--- src/rtl/sync_fifo_arbiter.sv ---
// Round-robin arbiter feeding one shared sync_fifo, with credit-based overrun protection and a flush sequencer.
// Define SYNC_FIFO_ARBITER_PERF_EN to build the perf_grants/perf_stalls counters.
module sync_fifo_arbiter #(
  parameter int NUM_REQUESTERS = 4,
  parameter int WIDTH          = 64,
  parameter int FIFO_SIZE      = 8
) (
  input  logic                                     clk,
  input  logic                                     reset,
  input  logic [NUM_REQUESTERS-1:0]                request,
  input  logic [NUM_REQUESTERS-1:0][WIDTH-1:0]     request_data,
  output logic [NUM_REQUESTERS-1:0]                grant,
  input  logic                                     flush_req,
  output logic                                     flush_busy,
  output logic                                     fifo_enqueue_en,
  output logic [WIDTH-1:0]                         fifo_value,
  output logic                                     fifo_flush_en,
  input  logic                                     fifo_dequeue_en,
  output logic [$clog2(FIFO_SIZE):0]               credits,
  output logic [31:0]                              perf_grants,
  output logic [31:0]                              perf_stalls
);

  localparam int PW = $clog2(NUM_REQUESTERS);
  localparam int CW = $clog2(FIFO_SIZE) + 1;
  localparam logic [CW-1:0] FULL_CREDITS = CW'(FIFO_SIZE);
  localparam logic [PW-1:0] LAST_IDX     = PW'(NUM_REQUESTERS - 1);
  localparam logic [PW:0]   REQ_COUNT    = (PW+1)'(NUM_REQUESTERS);

  typedef enum logic [1:0] {RUN, DRAIN, FLUSH} state_t;

  state_t        state;
  logic [PW-1:0] pointer;
  logic [PW-1:0] grant_idx;
  logic [PW-1:0] scan_idx;
  logic [PW:0]   scan_sum;
  logic          grant_valid;
  logic          can_grant;
  logic [CW-1:0] credits_next;

  assign can_grant = (state == RUN) && (credits != '0) && !flush_req;

  // Scan request bits starting at the priority pointer, wrapping at NUM_REQUESTERS.
  always_comb begin
    grant       = '0;
    grant_valid = 1'b0;
    grant_idx   = '0;
    scan_sum    = '0;
    scan_idx    = '0;
    for (int k = 0; k < NUM_REQUESTERS; k++) begin
      scan_sum = {1'b0, pointer} + (PW+1)'(k);
      if (scan_sum >= REQ_COUNT)
        scan_sum = scan_sum - REQ_COUNT;
      scan_idx = scan_sum[PW-1:0];
      if (can_grant && !grant_valid && request[scan_idx]) begin
        grant_valid = 1'b1;
        grant_idx   = scan_idx;
      end
    end
    if (grant_valid)
      grant[grant_idx] = 1'b1;
  end

  always_comb begin
    credits_next = credits;
    if (state == FLUSH)
      credits_next = FULL_CREDITS;
    else if (grant_valid && !fifo_dequeue_en)
      credits_next = credits - 1'b1;
    else if (!grant_valid && fifo_dequeue_en && credits != FULL_CREDITS)
      credits_next = credits + 1'b1;
  end

  always_ff @(posedge clk) begin
    if (!reset) begin
      state           <= RUN;
      pointer         <= '0;
      credits         <= FULL_CREDITS;
      fifo_enqueue_en <= 1'b0;
      fifo_value      <= '0;
      fifo_flush_en   <= 1'b0;
      flush_busy      <= 1'b0;
    end else begin
      credits         <= credits_next;
      fifo_enqueue_en <= grant_valid;
      if (grant_valid) begin
        fifo_value <= request_data[grant_idx];
        pointer    <= (grant_idx == LAST_IDX) ? '0 : grant_idx + 1'b1;
      end
      case (state)
        RUN: begin
          if (flush_req) begin
            state      <= DRAIN;
            flush_busy <= 1'b1;
          end
        end
        DRAIN: begin
          state         <= FLUSH;
          fifo_flush_en <= 1'b1;
        end
        FLUSH: begin
          state         <= RUN;
          fifo_flush_en <= 1'b0;
          flush_busy    <= 1'b0;
          pointer       <= '0;
        end
        default: begin
          state <= RUN;
        end
      endcase
    end
  end

  // A dequeue with nothing outstanding, or a grant with no free slot, means the credit view has diverged from the FIFO.
  always_ff @(posedge clk) begin
    if (reset && state != FLUSH) begin
      assert (!(fifo_dequeue_en && !grant_valid && credits == FULL_CREDITS));
      assert (!(grant_valid && !fifo_dequeue_en && credits == '0));
    end
  end

`ifdef SYNC_FIFO_ARBITER_PERF_EN
  always_ff @(posedge clk) begin
    if (!reset) begin
      perf_grants <= '0;
      perf_stalls <= '0;
    end else begin
      if (grant_valid)
        perf_grants <= perf_grants + 32'd1;
      if (|request && !grant_valid)
        perf_stalls <= perf_stalls + 32'd1;
    end
  end
`else
  assign perf_grants = '0;
  assign perf_stalls = '0;
`endif

endmodule

--- config.mk ---
export PLATFORM = sky130hd
export DESIGN_NAME = sync_fifo_arbiter
export DESIGN_NICKNAME = d
export VERILOG_FILES = /design/src/rtl/sync_fifo_arbiter.sv
export SDC_FILE = /design/constraint.sdc
export NUM_CORES = 1
export LEC_CHECK = 0
export ABC_AREA = 1
export CAP_MARGIN = 10
export CORE_AREA = 2 2 156 158
export CTS_BUF_LIST = sky130_fd_sc_hd__clkbuf_4 sky130_fd_sc_hd__clkbuf_8
export DETAILED_ROUTE_END_ITERATION = 8
export DIE_AREA = 0 0 158 160
export HOLD_SLACK_MARGIN = 0.06
export PLACE_DENSITY = 0.66
export REMOVE_ABC_BUFFERS = 1
export SLEW_MARGIN = 20
export SYNTH_ARGS = -nofsm -noshare
export SYNTH_HDL_FRONTEND = slang
export SYNTH_SLANG_ARGS = --single-unit
--- constraint.sdc ---
create_clock -name clk -period 6.2 [get_ports clk]
set_clock_uncertainty 0.2 [all_clocks]
set_input_delay 1.24 -clock clk [delete_from_list [all_inputs] [get_ports clk]]
set_output_delay 1.24 -clock clk [all_outputs]
set_load 0.01 [all_outputs]
==> out/metrics.cfg <==
[synthesis]
netlist_area_um2 = 7200
synth_area_leaders = dfxtp_1, inv_1, nand3_1
synth_seq_area_share_pct = 20.9
yosys.area.top_type = dfxtp_1
synth.top_cell.area_share_pct = 20.9
synthArstFlopShare_pct = 0
yosysUniqueCellTypes = 25
synth_edf_count = 0
ys.flop_type = dfxtp_1
ys_ff_latch = 75
syn_inst = 1198
yosysWarnings = 0
postSynthAreaPerCell_um2 = 6.01

[timing]
slew_viol_final = 0
slew_headroom_pct = 48.9
rsz0062_at_grt = no
setup_slack_ns = 0.882
tightest_slew_ns = 0.767
setup_viol = 0
hold_viol = 0
max_freq_mhz = 188
hold_ws_ns = 0.324
fin_crit_sh_pct = 85.8
period_needed_ns = 5.32

[setup_path]
arrival_ns = 3.88
r2r_slack_ns = 2.58
endpoint_kind = primary output
crit_path_max_fanout = 13
path_class = input port to primary output
cp-start-kind = input port
required_ns = 4.76

[floorplan]
die-width_um = 158
rows = 57
die-area_um2 = 25300
core_area_um2 = 23800
ios = 403
die_h_um = 160
start_util_pct = 30.2

[cts]
tritoncts = yes
clkSinkCount = 75
clk_pin_slew_ns = 0.09
post_cts_resize_count = 0
cts_setup_buffers = 0
clock_latency_ns = 0.37
ctsHoldBuffers = 0
numCtsBuffers = 9
root_buffer = clkbuf_8
clockBufferDepth = 2
cts.htree.levels = 3

[route]
viasPerCell = 4.40
drc = 0
drt-total-wl_um = 24100
routed-via-count = 7957
dr.pass1.iters = 5
drt-initial-drc-count = 452
ant_nets = 0
routedWlPerCell_um = 13.3

[power_and_ir_drop]
powerDensity_nw_per_um2 = 363
p_leak_uw = 0.00562
peakVddDrop_v = 0.000175

[cells_and_area]
post-route-util_pct = 44.0
final_nets = 1754
seq_area_um2 = 1500
n_antenna_cell = 0
synthToLayoutAreaGrowth_pct = 45.8
multi_input_area_um2 = 3850
drive_gt1_share_pct = 2.96
fillerInstances = 2504

[worst_hold_path]
worst_hold_path_type = flip-flop to flip-flop

[grt]
grt_remaining_overflow = 0
grt_max_degree = 79
grt_usage_pct = 18.5
grt_first_pass_wirelength_um = 37500
grt_pass1_vias = 7412
antenna_found_initial = 0

[place]
port_buffers = 338
gp_congestion = 0.881
pre_cts_slack_ns = 0.828
detailed_place_hpwl_um = 17800

[job]
cap_violations = 0

[status]
status = complete, no violations

registers in the layout, indices dropped and copies added, names as in the netlist:
name and count:
fifo_value 64, fifo_enqueue_en 1, flush_busy 1, state 2, fifo_flush_en 1, credits 4
pointer 2
through the flow:
stage,TNS (ns),total power (uW),instances,instance area [um2]
3_3_place_gp,0,3450,1794,10300
6_report,0,3810,1808,10500
5_1_grt,0,4220,1808,10500
4_1_cts,0,3860,1808,10500
3_5_place_dp,0,3460,1794,10300
2_1_floorplan,-3.17,2410,1118,6410
kinds of logic (layout without fill, tap and decap cells):
group / count (synthesis) / after routing / synth area share, %
AOI/OAI and AO/OA: 85 / 85 / 6.19
xor gates and xnor gates: 2 / 2 / 0.243
adders and majority gates: 9 / 9 / 1.56
buffers and inverters: 428 / 651 / 29.1
DFF: 75 / 75 / 20.9
other: 1 / 64 / 0.0521
and+or+nand+nor: 598 / 598 / 42.0
where the power goes:
group / internal [uW] / switching, uW / leakage (uW)
Combinational: 1060 / 1630 / 0.00490
Clock: 181 / 196 / 0.0000909
Sequential: 658 / 93.0 / 0.000622
cells in the mapped netlist, types with 2 or more instances:
| cell | count |
|---|---|
| nand3_1 | 203 |
| a21oi_1 | 8 |
| ha_1 | 9 |
| inv_1 | 281 |
| o21ai_0 | 74 |
| buf_2 | 26 |
| clkbuf_1 | 13 |
| nand3_2 | 2 |
| nor2_1 | 5 |
| buf_4 | 85 |
| nand2_1 | 252 |
| xor2_1 | 2 |
| buf_6 | 18 |
| nand2_2 | 5 |
| nand3b_1 | 128 |
| dfxtp_1 | 75 |
| inv_2 | 4 |
critical path, stage by stage:
cell	delay, ns
clkdlybuf4s50_1	0.42
inv_1	0.06
nand2_1	0.08
a21oi_2	0.27
nand3_1	0.21
nor2_2	0.18
nand2_1	0.06
nand2_1	0.08
nand2_2	0.10
inv_2	0.26
ha_1	0.20
nand2_1	0.06
inv_1	0.07
clkdlybuf4s50_1	0.59
metal layers:
metal,up-vias,part of all wire [%],track usage (%)
li1,4103,-,-
met1,3564,42,21.9
met2,261,48,32.6
met3,29,7.6,4.86
met4,0,1.9,5.32
met5,-,0,0
placed cells by master (no fill, tap or decap), types with 5 or more instances in the layout:
cell,Yosys,final
clkbuf_8,0,9
buf_4,85,14
nand3_1,203,203
inv_1,281,281
a21oi_1,8,8
conb_1,1,64
clkdlybuf4s50_1,0,337
ha_1,9,9
nand3b_1,128,128
o21ai_0,74,74
nor2_1,5,5
dfxtp_1,75,75
nand2_1,252,252
final cells by class:
class                           instances  share of cell area, %
Sequential cell                        75                   14.3
Inverter                              285                   10.2
Multi-Input combinational cell        758                   36.7
Clock buffer                            9                   1.18
Tap cell                              324                   3.86
Clock inverter                          5                  0.537
Timing Repair Buffer                  352                   33.2
final timing paths:
kind               from        endpoint  cells after the start
max           flush_req        grant[0]                     14
min          flush_busy      flush_busy                      2
max reg2reg    state[1]  fifo_value[47]                     15
min reg2reg  flush_busy      flush_busy                      2
(Power assumes the default switching activity.)
